**src/rtl/uart_pkg.sv**
```systemverilog
// Shared definitions for the buffered UART transmitter: FSM encoding and 8N1 frame constants.
package uart_pkg;

  typedef enum logic [1:0] {
    IDLE  = 2'd0,
    START = 2'd1,
    DATA  = 2'd2,
    STOP  = 2'd3
  } tx_state_t;

  localparam int   DEFAULT_CLKS_PER_BIT = 234;
  localparam int   DATA_BITS            = 8;
  localparam logic START_BIT            = 1'b0;
  localparam logic STOP_BIT             = 1'b1;

endpackage

```
**src/rtl/sync_fifo.sv**
```systemverilog
// Single-clock FIFO with registered occupancy count; the head word is presented combinationally.
module sync_fifo #(
  parameter int WIDTH = 8,
  parameter int DEPTH = 16
) (
  input  logic                     clk_i,
  input  logic                     rst_n_i,
  input  logic                     push_i,
  input  logic [WIDTH-1:0]         data_i,
  input  logic                     pop_i,
  output logic [WIDTH-1:0]         data_o,
  output logic                     full_o,
  output logic                     empty_o,
  output logic [$clog2(DEPTH):0]   count_o
);

  localparam int AW = $clog2(DEPTH);

  logic [WIDTH-1:0] mem [DEPTH];
  logic [AW-1:0]    wr_ptr;
  logic [AW-1:0]    rd_ptr;
  logic             push_ok;
  logic             pop_ok;

  // Full is taken from the registered count, so a pop in the same cycle never frees a slot for a push.
  assign full_o  = (count_o == (AW+1)'(DEPTH));
  assign empty_o = (count_o == '0);
  assign push_ok = push_i && !full_o;
  assign pop_ok  = pop_i && !empty_o;
  assign data_o  = mem[rd_ptr];

  always_ff @(posedge clk_i) begin
    if (push_ok) begin
      mem[wr_ptr] <= data_i;
    end
  end

  // Pointers are DEPTH-sized powers of two, so they wrap naturally.
  always_ff @(posedge clk_i or negedge rst_n_i) begin
    if (!rst_n_i) begin
      wr_ptr  <= '0;
      rd_ptr  <= '0;
      count_o <= '0;
    end else begin
      if (push_ok) wr_ptr <= wr_ptr + 1'b1;
      if (pop_ok)  rd_ptr <= rd_ptr + 1'b1;
      case ({push_ok, pop_ok})
        2'b10:   count_o <= count_o + 1'b1;
        2'b01:   count_o <= count_o - 1'b1;
        default: count_o <= count_o;
      endcase
    end
  end

endmodule

```
**src/rtl/uart_tx_buffered.sv**
```systemverilog
// 8N1 UART transmitter fed from a byte FIFO; frames are sent back-to-back while data is queued.
module uart_tx_buffered
  import uart_pkg::*;
#(
  parameter int CLKS_PER_BIT = DEFAULT_CLKS_PER_BIT,
  parameter int FIFO_DEPTH   = 16
) (
  input  logic                          clk_i,
  input  logic                          rst_n_i,
  input  logic [7:0]                    tx_data_i,
  input  logic                          tx_valid_i,
  output logic                          tx_ready_o,
  output logic                          uart_tx_o,
  output logic                          tx_busy_o,
  output logic                          tx_done_o,
  output logic [$clog2(FIFO_DEPTH):0]   fifo_count_o
);

  localparam int               CNT_W     = (CLKS_PER_BIT > 1) ? $clog2(CLKS_PER_BIT) : 1;
  localparam logic [CNT_W-1:0] BAUD_LAST = CNT_W'(CLKS_PER_BIT - 1);
  localparam logic [2:0]       BIT_LAST  = 3'(DATA_BITS - 1);

  tx_state_t        state_q, state_d;
  logic [CNT_W-1:0] baud_q, baud_d;
  logic [2:0]       bit_q, bit_d;
  logic [7:0]       shift_q, shift_d;
  logic             tx_q, tx_d;
  logic             fifo_pop;
  logic             fifo_full;
  logic             fifo_empty;
  logic [7:0]       fifo_data;
  logic             baud_last;

  sync_fifo #(
    .WIDTH (8),
    .DEPTH (FIFO_DEPTH)
  ) u_fifo (
    .clk_i   (clk_i),
    .rst_n_i (rst_n_i),
    .push_i  (tx_valid_i),
    .data_i  (tx_data_i),
    .pop_i   (fifo_pop),
    .data_o  (fifo_data),
    .full_o  (fifo_full),
    .empty_o (fifo_empty),
    .count_o (fifo_count_o)
  );

  assign tx_ready_o = !fifo_full;
  assign uart_tx_o  = tx_q;
  assign tx_busy_o  = (state_q != IDLE);
  assign baud_last  = (baud_q == BAUD_LAST);
  assign tx_done_o  = (state_q == STOP) && baud_last;

  always_ff @(posedge clk_i or negedge rst_n_i) begin
    if (!rst_n_i) begin
      state_q <= IDLE;
      baud_q  <= '0;
      bit_q   <= '0;
      shift_q <= '0;
      tx_q    <= STOP_BIT;
    end else begin
      state_q <= state_d;
      baud_q  <= baud_d;
      bit_q   <= bit_d;
      shift_q <= shift_d;
      tx_q    <= tx_d;
    end
  end

  // The line value for the next cycle is computed here so that it always comes straight from tx_q.
  always_comb begin
    state_d  = state_q;
    baud_d   = baud_q;
    bit_d    = bit_q;
    shift_d  = shift_q;
    tx_d     = tx_q;
    fifo_pop = 1'b0;
    case (state_q)
      IDLE: begin
        baud_d = '0;
        bit_d  = '0;
        tx_d   = STOP_BIT;
        if (!fifo_empty) begin
          fifo_pop = 1'b1;
          shift_d  = fifo_data;
          tx_d     = START_BIT;
          state_d  = START;
        end
      end
      START: begin
        if (baud_last) begin
          baud_d  = '0;
          bit_d   = '0;
          tx_d    = shift_q[0];
          state_d = DATA;
        end else begin
          baud_d = baud_q + 1'b1;
        end
      end
      DATA: begin
        if (baud_last) begin
          baud_d = '0;
          if (bit_q == BIT_LAST) begin
            tx_d    = STOP_BIT;
            state_d = STOP;
          end else begin
            bit_d   = bit_q + 1'b1;
            shift_d = shift_q >> 1;
            tx_d    = shift_q[1];
          end
        end else begin
          baud_d = baud_q + 1'b1;
        end
      end
      STOP: begin
        if (baud_last) begin
          baud_d = '0;
          // Chain straight into the next start bit so queued frames have no idle gap.
          if (!fifo_empty) begin
            fifo_pop = 1'b1;
            shift_d  = fifo_data;
            tx_d     = START_BIT;
            state_d  = START;
          end else begin
            tx_d    = STOP_BIT;
            state_d = IDLE;
          end
        end else begin
          baud_d = baud_q + 1'b1;
        end
      end
      default: state_d = IDLE;
    endcase
  end

endmodule

```
**config.mk**
```make
export PLATFORM = sky130hd
export DESIGN_NAME = uart_tx_buffered
export DESIGN_NICKNAME = d
export VERILOG_FILES = /design/src/rtl/uart_pkg.sv /design/src/rtl/sync_fifo.sv /design/src/rtl/uart_tx_buffered.sv
export SDC_FILE = /design/constraint.sdc
export NUM_CORES = 1
export LEC_CHECK = 0
export CORE_AREA = 2 2 136 138
export CTS_BUF_LIST = sky130_fd_sc_hd__clkbuf_4 sky130_fd_sc_hd__clkbuf_8 sky130_fd_sc_hd__clkbuf_16
export DETAILED_ROUTE_END_ITERATION = 8
export DIE_AREA = 0 0 138 140
export GPL_TIMING_DRIVEN = 0
export SYNTH_ARGS = -nofsm -noshare
export SYNTH_HDL_FRONTEND = slang
export SYNTH_HIERARCHICAL = 1
export SYNTH_SLANG_ARGS = --single-unit
```
**constraint.sdc**
```tcl
create_clock -name clk_i -period 3.7 [get_ports clk_i]
set_input_delay 0.74 -clock clk_i [delete_from_list [all_inputs] [get_ports clk_i]]
set_output_delay 0.74 -clock clk_i [all_outputs]
set_load 0.02 [all_outputs]
```
==> impl_summary.txt <==
----------------------------------------------------
[Pwr]
  Internal power of the cells ... 3.40 mW
  Pwr Density ... 567 nW/um^2
  Pleak ... 3.10 nW
  Power spent charging and discharging nets ... 1.20 mW
  Switching Fraction ... 0.261
  Logic pwr share ... 0.119
  Largest vdd supply drop ... 0.000356 V
  Clock power frac ... 0.393
  Sequential power share ... 0.488

[CTS]
  Clock sink count ... 163
  Root buf cell ... sky130_fd_sc_hd__clkbuf_16
  Gates resized, CTS repair ... 0
  Clock network latency to the later pin of the worst-skew pair ... 0.42 ns
  Clock transition time at the flip-flop clock pins of the worst setup and hold paths ... 0.07 ns
  H-tree depth reported by CTS ... 4
  Number of buffers inserted to repair setup after CTS ... 0
  CTS tree ... done
  Hold buffers post-CTS ... 0
  TritonCTS buffer count ... 17
  Worst-case clock buffer depth ... 2

[Worst setup path]
  Cells along the critical path ... inv_1 -> ha_1 -> nand4b_4 -> nor2_2 -> and2_1 -> o21a_1 -> nor2b_1 -> buf_2 -> ha_1 -> inv_1 -> fa_1 -> nor2b_1 -> o21ai_0 -> nand3_1 -> or3b_1 -> xnor2_1
  WP buf/inv ... 3
  Required time reported for the critical path endpoint ... 4.01 ns
  Worst Setup Path Type ... register to register
  Max incr delay on CP ... 0.42 ns
  Startpoint class of the critical path ... register
  Family with the most delay on the worst path ... simple AND/OR/NAND/NOR gates
  Arrival time reported for the critical path endpoint ... 3.66 ns
  Slowest cell on crit path ... sky130_fd_sc_hd__dfrtp_1
  CP Capture Type ... register
  Max Fanout on Critical Path ... 5

[Layout]
  Layout cells sized above 1 ... 0.202
  Finished Layout Cells ... 720
  Final-stage net count ... 509
  Layout Area Growth over Synthesis ... 15.5%
  Diode insertion count for antenna repair ... 0
  Count of fill cells added during filler insertion ... 1523

[Synthesis]
  Async SR Flop Fraction ... 0.215
  Cell variety after synth ... 51
  Primary FF master, synth ... sky130_fd_sc_hd__edfxtp_1
  Post-synthesis share of cell area spent on full adders, half adders and majority gates ... 0.0366
  Yosys warning total ... 6
  Proportion of synthesized chip area in sequential cells ... 0.671
  Seq cells post-synth ... 163
  Post-Synth Simple-Gate Area ... 0.0595
  Syn Inst Count ... 440
  Post-Synthesis Net Count ... 471
  Count of flip-flops with a built-in enable after synthesis ... 128
  Combinational family with the most area after synthesis ... multiplexers
  Compound-gate portion of the synthesized area ... 0.0563
  Mapped cell area ... 7040 um^2
  Multiplexer share of the synthesized area ... 0.130
  Synthesized-area fraction occupied by xor and xnor cells ... 0.0199
  Mapped Avg Cell Area ... 16.0 um^2

[Route]
  Average via count per standard cell ... 5.18
  Count of unresolved DRC violations after routing ... 0
  Per-cell routed wire length ... 19.3 um
  TritonRoute pass-1 iters ... 4
  Drt total wl ... 13900 um
  Count of vias placed by the detailed router ... 3731
  Antenna viol nets, final ... 0
  Number of design-rule violations left by the first detailed-router iteration ... 275

[Die]
  Boundary pin count ... 20
  Core box area ... 17800 um^2
  Horizontal extent of the die ... 138 um
  Die Ht ... 140 um
  Initial Util ... 0.396
  Total die area ... 19300 um^2
  Standard-cell rows ... 49

[STA]
  Final Setup Violations ... 0
  Period minus WS final ... 3.35 ns
  Setup repair after global routing missed its margin ... no
  Worst-Margin Slew ... 1.36 ns
  Peak clock frequency supported by timing ... 298 MHz
  Max-slew violation total from the final report ... 0
  Total negative slack ... 0 ns
  Worst slew margin ... 0.0838
  Final period util ... 0.906
  Clock Skew ... 0.00935 ns
  Endpoints failing hold ... 0

[Place]
  DP Wirelength ... 9370 um
  Port Buffers ... 19
  Count of placed standard cells including taps ... 688
  Routability congestion estimate from global placement ... 0.818

[Global routing]
  Final global-route overflow total ... 0
  GRT Util Overall ... 0.152
  Wire length of the first global-routing pass ... 21700 um
  Pin count of the biggest net entering global routing ... 36
  Number of global-route vias before repair ... 3810
  Number of antenna violations at the first check in global routing ... 0

[Hold path]
  Hold WC Path Type ... input port to asynchronous set/reset pin

[Status]
  Result of the run ... completed

[Flow run]
  Total of max-cap violations ... 0

----------------------------------------------------
power by group through the flow:
stage | logic [mW] | clock network [mW] | registers (mW)
2_1_floorplan | 0.311 | 0 | 2.30
3_3_place_gp | 0.536 | 0 | 2.28
3_5_place_dp | 0.553 | 0 | 2.29
4_1_cts | 0.556 | 1.85 | 2.25
5_1_grt | 0.610 | 1.93 | 2.27
6_report | 0.550 | 1.81 | 2.25
cells in the final DEF (no fill, tap or decap), types with 2 or more instances in the layout:
cell,Yosys,final
sky130_fd_sc_hd__a21oi_1,10,10
sky130_fd_sc_hd__a221oi_1,8,8
sky130_fd_sc_hd__a22o_1,2,2
sky130_fd_sc_hd__a22oi_1,8,8
sky130_fd_sc_hd__a31oi_1,2,2
sky130_fd_sc_hd__and2_1,3,3
sky130_fd_sc_hd__and3_1,3,3
sky130_fd_sc_hd__buf_2,8,9
sky130_fd_sc_hd__buf_6,5,5
sky130_fd_sc_hd__bufinv_16,0,2
sky130_fd_sc_hd__clkbuf_1,5,5
sky130_fd_sc_hd__clkbuf_16,0,17
sky130_fd_sc_hd__clkdlybuf4s50_1,0,18
sky130_fd_sc_hd__clkinv_8,0,2
sky130_fd_sc_hd__dfrtp_1,34,34
sky130_fd_sc_hd__edfxtp_1,128,128
sky130_fd_sc_hd__ha_1,19,19
sky130_fd_sc_hd__inv_1,13,13
sky130_fd_sc_hd__inv_6,0,4
sky130_fd_sc_hd__inv_8,0,4
sky130_fd_sc_hd__mux2_2,25,25
sky130_fd_sc_hd__mux2i_1,25,25
sky130_fd_sc_hd__mux4_2,16,16
sky130_fd_sc_hd__nand2_1,20,20
sky130_fd_sc_hd__nand2b_1,3,3
sky130_fd_sc_hd__nand3_1,7,7
sky130_fd_sc_hd__nor2_1,22,22
sky130_fd_sc_hd__nor2b_1,5,5
sky130_fd_sc_hd__nor3_1,6,6
sky130_fd_sc_hd__o21ai_0,22,22
sky130_fd_sc_hd__xnor2_1,8,8
sky130_fd_sc_hd__xor2_1,8,8
cells by family after synthesis:
family                   Yosys count
flip-flops                       163
AND/OR/NAND/NOR                   81
buffers and inverters             33
XOR/XNOR                          16
adder cells (fa/ha/maj)           20
AO/OA/AOI/OAI                     59
multiplexers                      68
layout make-up:
class,count,area [um^2],share of cell area
Sequential cell,163,4720,0.581
Inverter,13,48.8,0.00600
Multi-Input combinational cell,244,2130,0.262
Buffer,20,139,0.0171
Tap cell,229,287,0.0352
Clock buffer,17,425,0.0523
Clock inverter,15,193,0.0237
Timing Repair Buffer,19,185,0.0228
per-stage QoR:
| stage | instance area [um^2] | total power, mW | util | hold WS [ns] | setup WS, ns |
|---|---|---|---|---|---|
| after global routing | 8130 | 4.81 | 0.457 | 0.491 | 0.0527 |
| final | 8130 | 4.61 | 0.457 | 0.436 | 0.347 |
| after floorplan | 7040 | 2.61 | - | 0.444 | 0.531 |
| after detailed placement | 7510 | 2.84 | 0.423 | 0.493 | 0.334 |
| after global placement | 7520 | 2.81 | 0.423 | 0.482 | 0.349 |
| after CTS | 8130 | 4.66 | 0.457 | 0.443 | 0.303 |
cells in the mapped netlist (all sizes together) (11+ instances only):
| master | instances | share of area |
|---|---|---|
| a21oi | 11 | 0.0084 |
| buf | 15 | 0.017 |
| dfrtp | 34 | 0.12 |
| edfxtp | 128 | 0.55 |
| ha | 19 | 0.034 |
| inv | 13 | 0.0069 |
| mux2 | 27 | 0.044 |
| mux2i | 25 | 0.036 |
| mux4 | 16 | 0.051 |
| nand2 | 21 | 0.012 |
| nor2 | 23 | 0.013 |
| o21ai | 23 | 0.018 |
layer usage:
metal | GRT usage | wire length, um
met1 | 0.195 | 6330
met2 | 0.251 | 6890
met3 | 0.0438 | 530
met4 | 0.0478 | 181
met5 | 0 | 0
final timing paths:
kind | start | end | slack [ns] | depth (start not counted)
setup / recovery | baud_q[1] | u_fifo/count_o[4] | 0.35 | 16
hold / removal | rst_n_i | baud_q[0] | 0.44 | 1
setup reg to reg | baud_q[1] | u_fifo/count_o[4] | 0.35 | 16
hold reg to reg | shift_q[6] | shift_q[6] | 0.51 | 1
max in group asynchronous | rst_n_i | bit_q[2] | 2.71 | 1
min in group clk_i | shift_q[6] | shift_q[6] | 0.51 | 1
worst reg2reg max path: stages, from the launching register on:
cell                       delay (ns)
sky130_fd_sc_hd__dfrtp_1         0.42
sky130_fd_sc_hd__inv_1           0.07
sky130_fd_sc_hd__ha_1            0.18
sky130_fd_sc_hd__nand4b_4        0.16
sky130_fd_sc_hd__nor2_2          0.22
sky130_fd_sc_hd__and2_1          0.18
sky130_fd_sc_hd__o21a_1          0.11
sky130_fd_sc_hd__nor2b_1         0.12
sky130_fd_sc_hd__buf_2           0.20
sky130_fd_sc_hd__ha_1            0.25
sky130_fd_sc_hd__inv_1           0.10
sky130_fd_sc_hd__fa_1            0.41
sky130_fd_sc_hd__nor2b_1         0.11
sky130_fd_sc_hd__o21ai_0         0.11
sky130_fd_sc_hd__nand3_1         0.10
sky130_fd_sc_hd__or3b_1          0.36
sky130_fd_sc_hd__xnor2_1         0.13
flip-flops by register name, indices dropped and copies added (netlist names):
| register | count |
|---|---|
| state_q | 2 |
| u_fifo/mem | 128 |
| u_fifo/wr_ptr | 4 |
| uart_tx_o | 1 |
| bit_q | 3 |
| baud_q | 8 |
| u_fifo/count_o | 5 |
| shift_q | 8 |
| u_fifo/rd_ptr | 4 |
No activity file was read; power rests on OpenSTA's default activity.
